## config.mk

```make
export PLATFORM = sky130hd
export DESIGN_NAME = mii_tx_framer
export DESIGN_NICKNAME = d
export VERILOG_FILES = /design/src/rtl/mii_tx_framer.sv
export SDC_FILE = /design/constraint.sdc
export NUM_CORES = 1
export LEC_CHECK = 0
export ABC_AREA = 1
export BUFFER_PORTS_ARGS = -buffer_cell sky130_fd_sc_hd__buf_2
export CAP_MARGIN = 10
export CORE_MARGIN = 1.5
export CORE_UTILIZATION = 50
export DETAILED_ROUTE_END_ITERATION = 8
export MAX_ROUTING_LAYER = met4
export PLACE_DENSITY = 0.66
export SYNTH_ARGS = -nofsm -noshare
export SYNTH_HDL_FRONTEND = slang
export SYNTH_SLANG_ARGS = --single-unit
```

## constraint.sdc

```tcl
create_clock -name clk -period 2.4 [get_ports clk]
set_clock_uncertainty 0.2 [all_clocks]
set_input_delay 0.24 -clock clk [delete_from_list [all_inputs] [get_ports clk]]
set_output_delay 0.24 -clock clk [all_outputs]
set_load 0.1 [all_outputs]
```

## src/rtl/mii_tx_framer.sv

```systemverilog
// MII transmit framer: byte stream in, preamble/SFD + nibble data + zero pad + CRC-32 FCS out,
// followed by an enforced inter-frame gap. Everything runs in the PHY transmit clock domain.
module mii_tx_framer #(
  parameter int PREAMBLE_NIBBLES = 15,
  parameter int MIN_FRAME_BYTES  = 60,
  parameter int MAX_FRAME_BYTES  = 1514,
  parameter int IFG_CYCLES       = 24
) (
  input  logic       clk,
  input  logic       reset,
  input  logic [7:0] data_in,
  input  logic       data_valid_in,
  input  logic       end_of_frame_in,
  output logic       data_ready_out,
  output logic       phy_tx_en,
  output logic [3:0] phy_tx_data,
  output logic       busy_out,
  output logic       frame_done_out,
  output logic       underrun_out
);
  localparam int CW = $clog2(MAX_FRAME_BYTES + 2);
  localparam int TW = $clog2(PREAMBLE_NIBBLES + IFG_CYCLES + 9);

  typedef enum logic [3:0] {
    IDLE, PREAMBLE, SFD, DATA_LO, DATA_HI, PAD_LO, PAD_HI, FCS, IFG
  } state_t;

  state_t          state_q, state_d;
  logic [TW-1:0]   tmr_q, tmr_d;
  logic [7:0]      byte_q, byte_d;
  logic            last_q, last_d;
  logic [31:0]     crc_q, crc_d;
  logic [31:0]     fcs_q, fcs_d;
  logic [CW-1:0]   cnt_q, cnt_d, cnt_inc;
  logic            tx_en_d, done_d, underrun_d, abort;
  logic [3:0]      txd_d;

  function automatic logic [31:0] crc_byte(input logic [31:0] c, input logic [7:0] d);
    logic [31:0] r;
    r = c;
    for (int i = 0; i < 8; i++)
      r = (r[0] ^ d[i]) ? ((r >> 1) ^ 32'hEDB88320) : (r >> 1);
    return r;
  endfunction

  // Ready is a pure decode of registered state: no input-to-output path.
  assign data_ready_out = (state_q == SFD) || (state_q == DATA_HI && !last_q);
  assign cnt_inc        = cnt_q + CW'(1);

  always_ff @(posedge clk or negedge reset) begin
    if (!reset) begin
      state_q        <= IDLE;
      tmr_q          <= '0;
      byte_q         <= '0;
      last_q         <= 1'b0;
      crc_q          <= 32'hFFFFFFFF;
      fcs_q          <= '0;
      cnt_q          <= '0;
      phy_tx_en      <= 1'b0;
      phy_tx_data    <= '0;
      busy_out       <= 1'b0;
      frame_done_out <= 1'b0;
      underrun_out   <= 1'b0;
    end else begin
      state_q        <= state_d;
      tmr_q          <= tmr_d;
      byte_q         <= byte_d;
      last_q         <= last_d;
      crc_q          <= crc_d;
      fcs_q          <= fcs_d;
      cnt_q          <= cnt_d;
      phy_tx_en      <= tx_en_d;
      phy_tx_data    <= txd_d;
      busy_out       <= (state_d != IDLE);
      frame_done_out <= done_d;
      underrun_out   <= underrun_d;
    end
  end

  always_comb begin
    state_d    = state_q;
    tmr_d      = tmr_q;
    byte_d     = byte_q;
    last_d     = last_q;
    crc_d      = crc_q;
    fcs_d      = fcs_q;
    cnt_d      = cnt_q;
    abort      = 1'b0;
    underrun_d = 1'b0;
    tx_en_d    = 1'b0;
    txd_d      = 4'h0;

    case (state_q)
      IDLE: begin
        if (data_valid_in) begin
          state_d = PREAMBLE;
          tmr_d   = '0;
          crc_d   = 32'hFFFFFFFF;
          cnt_d   = '0;
        end
      end
      PREAMBLE: begin
        if (int'(tmr_q) == PREAMBLE_NIBBLES - 1) state_d = SFD;
        else                                      tmr_d   = tmr_q + TW'(1);
      end
      SFD, DATA_HI: begin
        if (state_q == DATA_HI && last_q) begin
          if (int'(cnt_q) < MIN_FRAME_BYTES) begin
            state_d = PAD_LO;
          end else begin
            state_d = FCS;
            tmr_d   = '0;
            fcs_d   = ~crc_q;
          end
        end else if (data_valid_in) begin
          // Byte is consumed even when it overflows the size limit.
          byte_d = data_in;
          last_d = end_of_frame_in;
          crc_d  = crc_byte(crc_q, data_in);
          cnt_d  = cnt_inc;
          if (int'(cnt_inc) > MAX_FRAME_BYTES) abort   = 1'b1;
          else                                 state_d = DATA_LO;
        end else begin
          abort = 1'b1;
        end
      end
      DATA_LO: state_d = DATA_HI;
      PAD_LO:  state_d = PAD_HI;
      PAD_HI: begin
        crc_d = crc_byte(crc_q, 8'h00);
        cnt_d = cnt_inc;
        if (int'(cnt_inc) >= MIN_FRAME_BYTES) begin
          state_d = FCS;
          tmr_d   = '0;
          fcs_d   = ~crc_d;
        end else begin
          state_d = PAD_LO;
        end
      end
      FCS: begin
        if (int'(tmr_q) == 7) begin
          state_d = IFG;
          tmr_d   = '0;
        end else begin
          tmr_d = tmr_q + TW'(1);
          fcs_d = fcs_q >> 4;
        end
      end
      IFG: begin
        if (int'(tmr_q) == IFG_CYCLES - 1) begin
          // A waiting frame goes straight to preamble so the gap is exactly IFG_CYCLES.
          if (data_valid_in) begin
            state_d = PREAMBLE;
            tmr_d   = '0;
            crc_d   = 32'hFFFFFFFF;
            cnt_d   = '0;
          end else begin
            state_d = IDLE;
          end
        end else begin
          tmr_d = tmr_q + TW'(1);
        end
      end
      default: state_d = IDLE;
    endcase

    if (abort) begin
      state_d    = IFG;
      tmr_d      = '0;
      underrun_d = 1'b1;
    end

    case (state_d)
      PREAMBLE:       begin tx_en_d = 1'b1; txd_d = 4'h5;        end
      SFD:            begin tx_en_d = 1'b1; txd_d = 4'hD;        end
      DATA_LO:        begin tx_en_d = 1'b1; txd_d = byte_d[3:0]; end
      DATA_HI:        begin tx_en_d = 1'b1; txd_d = byte_d[7:4]; end
      PAD_LO, PAD_HI: begin tx_en_d = 1'b1; txd_d = 4'h0;        end
      FCS:            begin tx_en_d = 1'b1; txd_d = fcs_d[3:0];  end
      default:        begin tx_en_d = 1'b0; txd_d = 4'h0;        end
    endcase

    done_d = (state_d == FCS) && (int'(tmr_d) == 7);
  end
endmodule

```

# [Yosys cells after proc, flatten, opt, wreduce, memory -nomap -nowiden]
# Index checks and enable logic that the tools add are counted.
[classes] n_addsub=2 n_mul=0 n_div=0 magnitude_cmp=3 n_eq_ne=26 n_shift=0 mux=62 bitwise_logic=26 n_reduce_logical=14
[ops] operator="32-bit two-way mux" count=24
[ops] operator="13-bit NOT with 14-bit output" count=15
[ops] operator="32-bit case mux with 4 select lines" count=1
[ops] operator="32-bit case mux with 3 select lines" count=1
[ops] operator="32-bit NOT" count=2
[ops] operator="6-bit two-way mux" count=8
[ops] operator="11-bit two-way mux" count=4
[ops] operator="11-bit case mux with 4 select lines" count=1
[ops] operator="6-bit case mux with 6 select lines" count=1
[ops] operator="4-bit by 3-bit equality test with 1-bit output, second input constant" count=8
[ops] operator="4-bit two-way mux" count=8
[ops] operator="4-bit case mux with 8 select lines" count=1
[ops] operator="8-bit two-way mux" count=3
[ops] operator="4-bit case mux with 5 select lines" count=1
[ops] operator="4-bit by 2-bit equality test with 1-bit output, second input constant" count=4
[ops] operator="2-bit inequality test, second input constant" count=7
[ops] operator="6-bit by 4-bit equality test with 1-bit output, second input constant" count=2
[ops] operator="11-bit by 1-bit adder with 11-bit output, second input constant" count=1
[ops] operator="11-bit by 6-bit greater-or-equal comparator with 1-bit output, second input constant" count=1
[ops] operator="11-bit greater-than comparator, second input constant" count=1
[ops] operator="11-bit by 6-bit less-than comparator with 1-bit output, second input constant" count=1
[ops] operator="4-bit by 1-bit equality test with 1-bit output, second input constant" count=2
[ops] operator="4-bit nonzero test" count=2
[ops] operator="1-bit XOR" count=8
[ops] operator="other kinds (17)" count=26
[word_totals] ff_bits=102 latchBits=0 ramBits=0 romBits=0 in_bits=12 out_inout_bits=9 elab_cells=146 memories=0

# [Longest topological paths before layout]
# Gate-level depths: netlist of run 1.
[logic_depth] ltp_word=20 mapped_depth=18 mapped_depth_nobuf=18

# [Least setup slack after synthesis of run 1]
# No wires, ideal clock.
[synth_path] kind="register to register" startpoint="register state_q[3]" endpoint="register phy_tx_en" setup_ns=0.125 t_arrival_ns=2.959 required_time_ns=2.075 slack_ns=-0.884 stages_incl_launch_ff=12 path_buffers=0 period_less_slack_ns=3.284 path_cell_list="dfrtp_1 > or2_1 > nor3_2 > nor2_4 > nor2_1 > nand2_2 > nand2_1 > nor2_4 > inv_1 > nor2_2 > nor2_1 > nand3_1"
[synth_via] elab_chain_len=8 elab_cells_between_ends=31 cone_classes="15 x eq/ne; 12 x mux; 4 x reduce/logical"
[synth_rtl] item="start, declared" line_no="28" text="state_t state_q, state_d;"
[synth_rtl] item="start signal, assigned" line_no="65" text="state_q <= state_d;"
[synth_rtl] item="4-bit by 3-bit equality test with 1-bit output / 4-bit two-way mux (equally long branches)" line_no="93, 107, 121"
[synth_rtl] item="1-bit logical AND / 4-bit two-way mux (equally long branches)" line_no="107, 115"
[synth_rtl] item="4-bit two-way mux / 1-bit two-way mux (equally long branches)" line_no="107" text="if (state_q == DATA_HI && last_q) begin"
[synth_rtl] item="4-bit case mux with 8 select lines / 1-bit two-way mux (equally long branches)" line_no="93" text="case (state_q)"
[synth_rtl] item="4-bit two-way mux (*)" line_no="167" text="if (abort) begin"
[synth_rtl] item="net state_d[3]" line_no="28"
[synth_rtl] item="4-bit by 3-bit equality test with 1-bit output (tied with other cells)" line_no="173" text="case (state_d)"
[synth_rtl] item="7-bit OR reduction (no line) (*)"
[synth_rtl] item="1-bit two-way mux (*)" line_no="173"
[synth_rtl] item="net tx_en_d" line_no="35" text="logic tx_en_d, done_d, underrun_d, abort;"
[synth_rtl] item="end signal, assigned" line_no="72" text="phy_tx_en <= tx_en_d;"
[synth_rtl] item="end, declared" line_no="15" text="output logic phy_tx_en,"
# Mark *: on every way through the listed nets, which the timed path passes. The rest lies on a longest branch.
# A chain may end at the register's enable or synchronous reset.

# [Worst setup path after layout of run 1]
[layout_path] startpoint="register cnt_q[0]" endpoint="register phy_tx_en"
[layout_via] elab_chain_len=10 elab_cells_between_ends=24 cone_classes="1 x add/sub; 3 x order compare; 7 x eq/ne; 12 x mux; 1 x reduce/logical"
[layout_rtl] item="start, declared" line_no="34" text="logic [CW-1:0] cnt_q, cnt_d, cnt_inc;"
[layout_rtl] item="start signal, assigned" line_no="71" text="cnt_q <= cnt_d;"
[layout_rtl] item="11-bit by 1-bit adder with 11-bit output" line_no="48" text="assign cnt_inc = cnt_q + CW'(1);"
[layout_rtl] item="11-bit greater-than comparator" line_no="121" text="if (int'(cnt_inc) > MAX_FRAME_BYTES) abort = 1'b1;"
[layout_rtl] item="4-bit two-way mux / 1-bit two-way mux (equally long branches)" line_no="121"
[layout_rtl] item="4-bit two-way mux / 1-bit two-way mux (equally long branches)" line_no="115" text="end else if (data_valid_in) begin"
[layout_rtl] item="4-bit two-way mux / 1-bit two-way mux (equally long branches)" line_no="107"
[layout_rtl] item="4-bit case mux with 8 select lines / 1-bit two-way mux (equally long branches)" line_no="93"
[layout_rtl] item="4-bit two-way mux (*)" line_no="167"
[layout_rtl] item="4-bit by 3-bit equality test with 1-bit output (tied with other cells)" line_no="173"
[layout_rtl] item="7-bit OR reduction (no line) (*)"
[layout_rtl] item="1-bit two-way mux (*)" line_no="173"
[layout_rtl] item="net tx_en_d" line_no="35"
# Marks and branches as above.

==> results of run 1 <==
## path summary, 6_finish.rpt
| kind | to | slack, ns | cells after the start |
|---|---|---|---|
| max | phy_tx_en | -0.09 | 17 |
| min | byte_q[5] | 0.09 | 3 |
| max reg2reg | phy_tx_en | -0.09 | 17 |
| min reg2reg | fcs_q[16] | 0.30 | 2 |
| max in group asynchronous | crc_q[7] | 1.17 | 3 |
| min in group asynchronous | cnt_q[4] | 0.13 | 2 |
## sequential cells by signal, indices dropped and copies added, names as in the netlist, 4 cells and up
signal,flops
byte_q,8
crc_q,32
tmr_q,6
state_q,4
cnt_q,11
fcs_q,29
phy_tx_data,4
## cell type report
type / instances / share of cell area (%)
Inverter: 102 / 4.413
Sequential cell: 99 / 28.66
Timing Repair Buffer: 125 / 12.40
Multi-Input combinational cell: 664 / 48.60
Clock buffer: 10 / 2.605
Tap cell: 180 / 2.563
Clock inverter: 6 / 0.7546
## logic make-up (layout without fill, tap and decap cells)
family,count (synthesis),after routing,share of synthesized area (%)
buffers and inverters,136,243,8.240
adder cells (fa/ha/maj),4,4,0.7104
flip-flops,99,99,35.73
AO/OA/AOI/OAI,159,159,14.26
AND/OR/NAND/NOR,373,373,23.23
XOR/XNOR,128,128,17.83
## metrics by stage
step / cell area [um^2] / setup WS (ns) / power [mW] / cells
2_1_floorplan: 7053 / 0.06211 / 8.756 / 899
3_3_place_gp: 7831 / -0.07903 / 11.25 / 1144
3_5_place_dp: 7831 / -0.1035 / 11.29 / 1144
4_1_cts: 8257 / -0.002957 / 12.93 / 1166
5_1_grt: 8788 / -0.1632 / 14.67 / 1186
6_report: 8788 / -0.09406 / 13.78 / 1186
## synthesized netlist by cell type, drive strengths merged
cell type	n	area share, %
nor3	12	0.99
o21a	3	0.32
o221ai	3	0.37
nor2	63	4.1
xnor2	56	8.2
dfstp	32	12
buf	19	1.8
nand2	242	14
or2	10	0.89
a32oi	4	0.50
o2111ai	24	3.0
nand4	6	0.53
a21oi	31	2.3
ha	4	0.71
o211ai	4	0.43
inv	102	5.4
nand3b	1	0.11
a31oi	1	0.089
a211oi	3	0.32
o21bai	1	0.11
clkbuf	15	0.96
o21ai	60	4.3
o22ai	9	0.80
nand3	38	2.8
a22oi	9	0.96
a2bb2oi	7	0.87
dfrtp	67	24
xor2	72	9.6
and2	1	0.089
## where the power goes
group	switching, mW	internal (mW)
clock network	0.664	0.810
logic	5.49	3.95
registers	0.496	2.37
total	6.65	7.13
## what timing repair did
action,4_1_cts,5_1_grt
endpoints found under the setup margin,31,81
gates resized for setup,20,95
pin swaps,8,35
buffers inserted,2,19
hold endpoints to repair,62,0
cloned,0,3
hold buffers,4,0
## critical path, cell delays in order (launching register included)
cell and delay (ns):
dfrtp_1 0.40, ha_2 0.24, inv_2 0.06, nor2_4 0.18, nand2_1 0.09, nand2_1 0.10, nand2_2 0.08, nor2_2 0.12
nand3_1 0.08, nand2_1 0.10, nand2_2 0.08, nand2_4 0.09, nand2_4 0.09, buf_4 0.16, nand2_4 0.07, nor2_4 0.05
nor2_2 0.09, nand3_1 0.08
## layer usage
layer / wire length, um / GRT usage (%) / vias up / share of wire (%)
li1: - / - / 3121 / -
met5: 0 / - / - / 0
met3: 1282 / 4.869 / 60 / 6.0
met4: 652 / 11.25 / 0 / 3.1
met2: 10180 / 48.23 / 223 / 48
met1: 9102 / 36.76 / 3170 / 43
==> impl_results.md, run 1 <==
- Worst Setup SP: cnt_q[0]
- Initial DRT Pass Iterations: 5
- Cts bufs inserted: 9
- Initial antenna violation count: 0
- Area of the multi-input gates: between 4000 and 5000 um^2
- Post-DP HPWL: roughly 15000 um
- Worst endpoint required time: about 2.4 ns
- CP Max Fanout: 5
- Most frequent cells in the layout: 209 x nand2_1, 84 x buf_4, 81 x inv_1
- Ant. Diodes: 0
- Post-synth design cell area: around 7000 um^2
- Register bit total from synthesis: 99
- Chip width: around 120 um
- Final worst-path cycle share: 103.9%
- Max-cap violations: 0
- Core area: around 14000 um^2
- Reg clk slew, reported paths: around 0.070 ns
- Tmin final: approximately 2.5 ns
- Setup TNS: -0.3618 ns
- Crit. End Element: flip-flop
- Initial DRC count: between 400 and 500
- CP Launch Type: flip-flop
- Layout cells sized above 1: 29.52%
- Clock sinks: 99
- Vias in the first global route: ~6200
- WL/cell: 17.88 um
- Clock latency on the worst-skew pair: ~0.36 ns
- Worst hold path type: in -> reg
- Max_slew headroom: 61.02%
- HP Start: data_in[5]
- Nets: just over 1000
- Syn_area_per_cell: slightly below 8 um^2
- Via density: around 5.5
- P_leak: 4.036 nW
- Slew @ Worst Pin: 0.5802 ns
- CTS tree: built
- Failing checks: setup timing
- FILL cells: roughly 1200
- Arrival time worst endpoint: between 2 and 3 ns
- Critical path class: reg -> reg
- Gate Count Post-Synth: roughly 900
- Outcome: finished, violations left
- Clock Tree Buf Depth: 2
- Port Buffer Count: 20
- Gr ovfl total: 0
- F_max: between 400 and 500 MHz
- Via count: around 6600
- Antenna-violating nets left: 0
- Largest net degree at the start of global routing: 50
- Hold Slack: 0.08909 ns
- # rows: between 40 and 50
- FF+latch area: around 2500 um^2
- Fin util: between 60% and 70%
- CTS H-tree depth: 3
- Hold Violations, Final: 0
- Final GP Congestion: 0.9374
- Clock Tree Root: clkbuf_16
- Wirelength, routed: 21210 um
- PwrDens: between 1500 and 2000 nW/um^2
- RR Startpoint: cnt_q[0]
- Fin. max-slew vios: 0
- GRT Total Usage: between 20 and 30%
- Die area: about 15000 um^2
- Synth unique cells: 48
- Final worst setup slack: -0.09406 ns
- Commonest non-fill, non-tap cell in the layout: nand2_1
- Starting Density: between 50 and 60%
- Worst vdd ir: ~0.86 mV
- Ys Warns: 0
- Die Ht: between 100 and 150 um
- Sequential area share after synthesis: a little over a third
- Syn Nets: ~900
- RSZ-0062 raised after global routing: yes
- DRC: 0
- Io pins: 21
- Area delta synth->final: 24.74%
- Final Setup Violations: 11
- First-pass GRT wire length: 32390 um
(Power assumes the default switching activity.)
==> inputs of run 2 (changes only) <==
Settings changed: PLACE_DENSITY 0.66 to unset, PLACE_DENSITY_LB_ADDON set to 0.2, RECOVER_POWER set to 50.
==> run 2 against run 1 <==
Effect of this change:
- the run still ends with setup timing left
- worst hold slack got worse by 0.020 ns
- count of clock-buffer cells in the layout increased by 1
- flip-flop and latch count did not move
- die area unchanged
==> impl_results.md, run 2 (synthesis gave the netlist of run 1 again) <==
- Slew @ Worst Pin: 0.8949 ns
- Chip width: roughly 120 um
- Worst reg2reg endpoint: phy_tx_en
- Final worst setup slack: -0.01784 ns
- Via density: ~5.5
- Ant. Diodes: 0
- Gr ovfl total: 0
- DRC: 0
- DR top layer: met4
- RSZ-0062 raised after global routing: yes
- Max-cap violations: 0
- CP Launch Type: flip-flop
- Cts bufs inserted: 9
- Fin. max-slew vios: 0
- Worst vdd ir: 0.9177 mV
- Initial antenna violation count: 0
- Crit. End Element: flip-flop
- Worst hold path type: in -> reg
- Area delta synth->final: 26.12%
- CTS tree: built
- Worst endpoint required time: about 2.4 ns
- Clock Tree Root: clkbuf_16
- HP Start: data_in[4]
- Wirelength, routed: approximately 22000 um
- Hold Slack: between 0.06 and 0.07 ns
- Starting Density: between 50 and 60%
- Via count: around 6600
- PwrDens: between 1500 and 2000 nW/um^2
- Antenna-violating nets left: 0
- Met2 wire length: between 10000 and 15000 um
- Sw frac: between 40% and 50%
- Fin util: between 60% and 70%
- Nets: 1029
- P_leak: between 4 and 5 nW
- Share of power burned in combinational logic: 68.2%
- Max FFs per register: 32
- Clock sinks: 99
- Final GP Congestion: between 0.9 and 1
- Final Setup Violations: 3
- WL/cell: between 15 and 20 um
- Power Internal: 7.188 mW
- GRT Total Usage: ~30%
- CP Max Fanout: 4
- Dpl cell area: around 7800 um^2
- Biggest regs: crc_q (32), fcs_q (29), cnt_q (11)
- Metal3 WL: around 1400 um
- CTS H-tree depth: 3
- Largest net degree at the start of global routing: 46
- Die area: about 15000 um^2
- Area of the multi-input gates: 4315 um^2
- Critical path class: reg -> reg
- Initial DRT Pass Iterations: 6
- Port Buffer Count: 20
- Failing checks: setup timing
- Min-Delay Endpoint: byte_q[4]
- Initial DRC count: 479
- F_max: 413.6 MHz
- Outcome: finished, violations left
- Min-Delay Path Depth: 3
- Pre-CTS WS: -0.08753 ns
- Commonest non-fill, non-tap cell in the layout: nand2_1
- Final worst-path cycle share: 100.7%
- Vias in the first global route: 6172
- Io pins: 21
- Post-DP HPWL: ~14000 um
- Core area: 13830 um^2
- Part of the power in registers: a little over 20%
- Arrival time worst endpoint: approximately 2.5 ns
- Clock latency on the worst-skew pair: 0.35 ns
- Path depth of the worst reg2reg path: 16
- Final Instance Area: roughly 8900 um^2
- Clk network pwr share: around 11%
- Clock Tree Buf Depth: 2
- FILL cells: ~1200
- RR Startpoint: cnt_q[0]
- Hold Violations, Final: 0
- M1 WL: roughly 9400 um
- Most frequent cells in the layout: 203 x nand2_1, 97 x buf_4, 82 x inv_1
- Max_slew headroom: 40.34%
- Reg clk slew, reported paths: 0.07 ns
- Tmin final: approximately 2.4 ns
- # rows: 43
- Die Ht: 121.7 um
- Biggest register: crc_q
- R2R Setup Slk: -0.02 ns
- Psw: ~6.7 mW
- Layout cells sized above 1: around 30%
- FF+latch area: approximately 2500 um^2
- First-pass GRT wire length: roughly 32000 um
==> run 2: per-stage QoR <==
step / cells / total power, mW / setup TNS [ns]
floorplan: 899 / 8.756 / 0
global placement: 1139 / 11.07 / -0.2077
detailed placement: 1139 / 11.13 / -0.2718
CTS: 1163 / 12.82 / 0
global route: 1198 / 14.72 / -1.757
finish: 1198 / 13.85 / -0.03130
==> run 2: how the worst max path moves through the flow <==
stage / from / to / depth (start not counted)
global placement: cnt_q[0] / phy_tx_data[3] / 16
global route: cnt_q[0] / phy_tx_en / 16
detailed placement: cnt_q[0] / phy_tx_en / 16
floorplan: state_q[3] / phy_tx_en / 11
CTS: cnt_q[1] / phy_tx_en / 17
finish: cnt_q[0] / phy_tx_en / 16
==> run 2: critical path: stages, from the launching register on <==
cell     delay (ns)
dfrtp_2        0.42
ha_4           0.17
inv_2          0.05
nor2_4         0.15
nand3_4        0.11
o21ai_2        0.16
nand2_2        0.10
nor2_4         0.10
nand2_2        0.07
nand2_4        0.11
nand3_1        0.13
inv_2          0.09
nand2_4        0.06
nand2_4        0.08
nor2_4         0.05
nor2_2         0.14
nand3_1        0.08
==> run 2: cell type report <==
| type | count | share of cell area (%) |
|---|---|---|
| Multi-Input combinational cell | 664 | 48.56 |
| Sequential cell | 99 | 28.39 |
| Timing Repair Buffer | 136 | 12.53 |
| Inverter | 102 | 4.407 |
| Clock buffer | 11 | 2.619 |
| Tap cell | 180 | 2.534 |
| Clock inverter | 5 | 0.8730 |
| Timing Repair inverter | 1 | 0.08448 |
==> run 2: what timing repair did <==
action | 4_1_cts | 5_1_grt
gates resized for setup | 10 | 103
setup buffers | 4 | 30
cloned | 0 | 5
setup endpoints to repair | 18 | 83
endpoints found under the hold margin | 35 | 0
hold buffers | 4 | 0
pin swaps | 1 | 37
==> run 2: per-layer routing <==
metal  global-route usage [%]  vias up
li1                         -     3140
met1                    37.96     3134
met2                    47.39      255
met3                    5.478       59
met4                    9.338        0
met5                        -        -
==> run 2: power groups by stage <==
stage	Clock [mW]	Sequential (mW)	Combinational (mW)
after floorplan	0	3.02	5.74
after global placement	0	2.86	8.21
after detailed placement	0	2.87	8.26
after CTS	1.57	2.84	8.41
after global routing	1.62	2.92	10.2
final	1.55	2.86	9.44
==> inputs of run 3 (changes only) <==
Clock period 2.4 ns to 2.95 ns, I/O delays scaled along.
==> run 3 against run 2 <==
Effect of this change:
- the run now ends clean
- count of clock-buffer cells in the layout down 1
- non-clock buffer count shrank 81
- critical path depth is 10 lower
- largest power group unchanged
- total power decreased by 29%
- highest routed layer unchanged
==> impl_results.md, run 3 (synthesis gave the netlist of run 1 again) <==
- CP max-delay cell: dfstp_2
- Cell mode on critical path: xor2_1
- Path depth of the worst reg2reg path: 6
- Cts bufs inserted: 9
- Pre-CTS WS: between 0.3 and 0.4 ns
- Part of the power in registers: 23.9%
- Final worst setup slack: around 0.27 ns
- Worst-path cell chain: xor2_1, xor2_1, xnor2_1, xor2_1, a21oi_1, a22oi_1
- Worst endpoint required time: 3.02 ns
- Die Ht: ~120 um
- CTS H-tree depth: 3
- Die area: about 15000 um^2
- P_leak: between 3 and 4 nW
- Initial DRC count: 451
- Vias in the first global route: 5906
- Layer with the highest usage: met2
- Worst vdd ir: roughly 0.78 mV
- Number of setup buffers added after CTS: 0
- Power Internal: around 5 mW
- Met3 usage: under 10%
- Biggest regs: crc_q (32), fcs_q (29), cnt_q (11)
- Clock latency on the worst-skew pair: about 0.37 ns
- Met1 Usage GRT: around two fifths
- Layout cells sized above 1: roughly 16%
- Reg clk slew, reported paths: roughly 0.070 ns
- Commonest non-fill, non-tap cell in the layout: nand2_1
- Arrival time worst endpoint: around 2.8 ns
- RSZ-0062 raised after global routing: no
- CP Max Fanout: 7
- Via count: slightly above 6000
- Chip width: 121.7 um
- Initial DRT Pass Iterations: 5
- Setup TNS: 0 ns
- Tmin final: 2.683 ns
- Gr ovfl total: 0
- Io pins: 21
- Post-DP HPWL: between 10000 and 15000 um
- RR Startpoint: crc_q[4]
- Nets: 947
- # rows: 43
- Hold Violations, Final: 0
- Final GP Congestion: roughly 0.91
- Final Instance Area: roughly 7800 um^2
- Share of power burned in combinational logic: a little under two thirds
- Min-Delay Endpoint: byte_q[6]
- Slew @ Worst Pin: ~1.2 ns
- Worst hold path type: in -> reg
- Dpl cell area: 7446 um^2
- Initial antenna violation count: 0
- Biggest register: crc_q
- Port Buffer Count: 20
- Max_slew headroom: ~23%
- Max-cap violations: 0
- Max FFs per register: 32
- Clock Tree Buf Depth: 2
- Psw: between 4 and 5 mW
- CTS tree: built
- HP Start: data_in[6]
- Clk network pwr share: about an eighth
- Critical path class: reg -> reg
- Crit. End Element: flip-flop
- Final Setup Violations: 0
- Antenna-violating nets left: 0
- Ant. Diodes: 0
- GRT Total Usage: between 20 and 30%
- Core area: between 10000 and 15000 um^2
- Fin. max-slew vios: 0
- WL/cell: ~17 um
- First-pass GRT wire length: about 32000 um
- Worst Path Buf+Inv: 0
- Largest net degree at the start of global routing: 45
- Worst path max stage delay: ~0.69 ns
- Outcome: finished, final reports clean
- Min-Delay Path Depth: 3
- F_max: around 370 MHz
- Final worst-path cycle share: around nine tenths
- Sw frac: a little over 50%
- PwrDens: about 1300 nW/um^2
- CP Launch Type: flip-flop
- Clock sinks: 99
- Via density: about 5.5
- FILL cells: about 1300
- Worst reg2reg endpoint: crc_q[20]
- Area delta synth->final: 10.05%
- Most frequent cells in the layout: 227 x nand2_1, 93 x inv_1, 69 x xor2_1
- Pwr Total: 9.876 mW
- Clock Tree Root: clkbuf_16
- CP delay by family, top: XOR/XNOR gates
- Starting Density: 50.95%
- R2R Setup Slk: 0.27 ns
- DRC: 0
- Met2 GRT Util: 45.48%
- Wirelength, routed: approximately 19000 um
[run 3: cell count changes in the layout (fill, tap and decap cells not counted), sizes merged]
cell	delta
buf	-81
clkinv	+2
bufinv	-1
clkinvlp	-2
dlygate4sd3	-1
inv	+1
[run 3: cell type report]
| class | count | area [um^2] | area share, % |
|---|---|---|---|
| clock buffers | 10 | 239.0 | 3.082 |
| repair buffers | 55 | 371.6 | 4.793 |
| clock inverters | 6 | 65.06 | 0.8391 |
| inverters | 102 | 382.9 | 4.938 |
| flip-flops and latches | 99 | 2517 | 32.47 |
| well taps | 180 | 225.2 | 2.905 |
| multi-input cells | 664 | 3953 | 50.98 |
[run 3: how the worst max path moves through the flow]
stage,startpoint,slack (ns),endpoint,depth (start not counted)
after CTS,crc_q[4],0.33,crc_q[20],6
after global placement,cnt_q[1],0.38,phy_tx_data[2],17
after floorplan,state_q[3],0.23,phy_tx_en,11
final,crc_q[4],0.27,crc_q[20],6
after detailed placement,cnt_q[0],0.37,fcs_q[27],13
after global routing,cnt_q[0],0.07,phy_tx_en,16
[run 3: routing by layer]
layer / part of all wire (%) / vias to the layer above
met5: 0 / -
met4: 1.6 / 0
met3: 6.3 / 29
met2: 47 / 173
met1: 45 / 2903
li1: - / 2978
[run 3: worst register-to-register path: stages, from the launching register on]
cell and delay [ns]:
dfstp_2 0.69, xor2_1 0.51, xor2_1 0.23, xnor2_1 0.36, xor2_1 0.28, a21oi_1 0.11, a22oi_1 0.21
[run 3: through the flow]
step           util, %  cells  hold slack [ns]
2_1_floorplan        -    899          -0.2006
3_3_place_gp     53.85   1097           0.1377
3_5_place_dp     53.85   1097           0.1409
4_1_cts          56.27   1116          0.01521
5_1_grt          56.08   1116          0.04916
6_report         56.08   1116          0.02873
[run 3: power by group through the flow]
stage | clock (mW) | sequential (mW) | combinational [mW]
final | 1.23 | 2.36 | 6.29
after global routing | 1.30 | 2.42 | 6.85
after CTS | 1.26 | 2.35 | 6.23
after detailed placement | 0 | 2.37 | 6.18
after global placement | 0 | 2.36 | 6.18
after floorplan | 0 | 2.45 | 4.67
[run 3: what timing repair did]
action | 4_1_cts | 5_1_grt
hold buffers | 3 | 0
resized for setup | 0 | 0
endpoints found under the hold margin | 40 | 0
endpoints found under the setup margin | 0 | 0
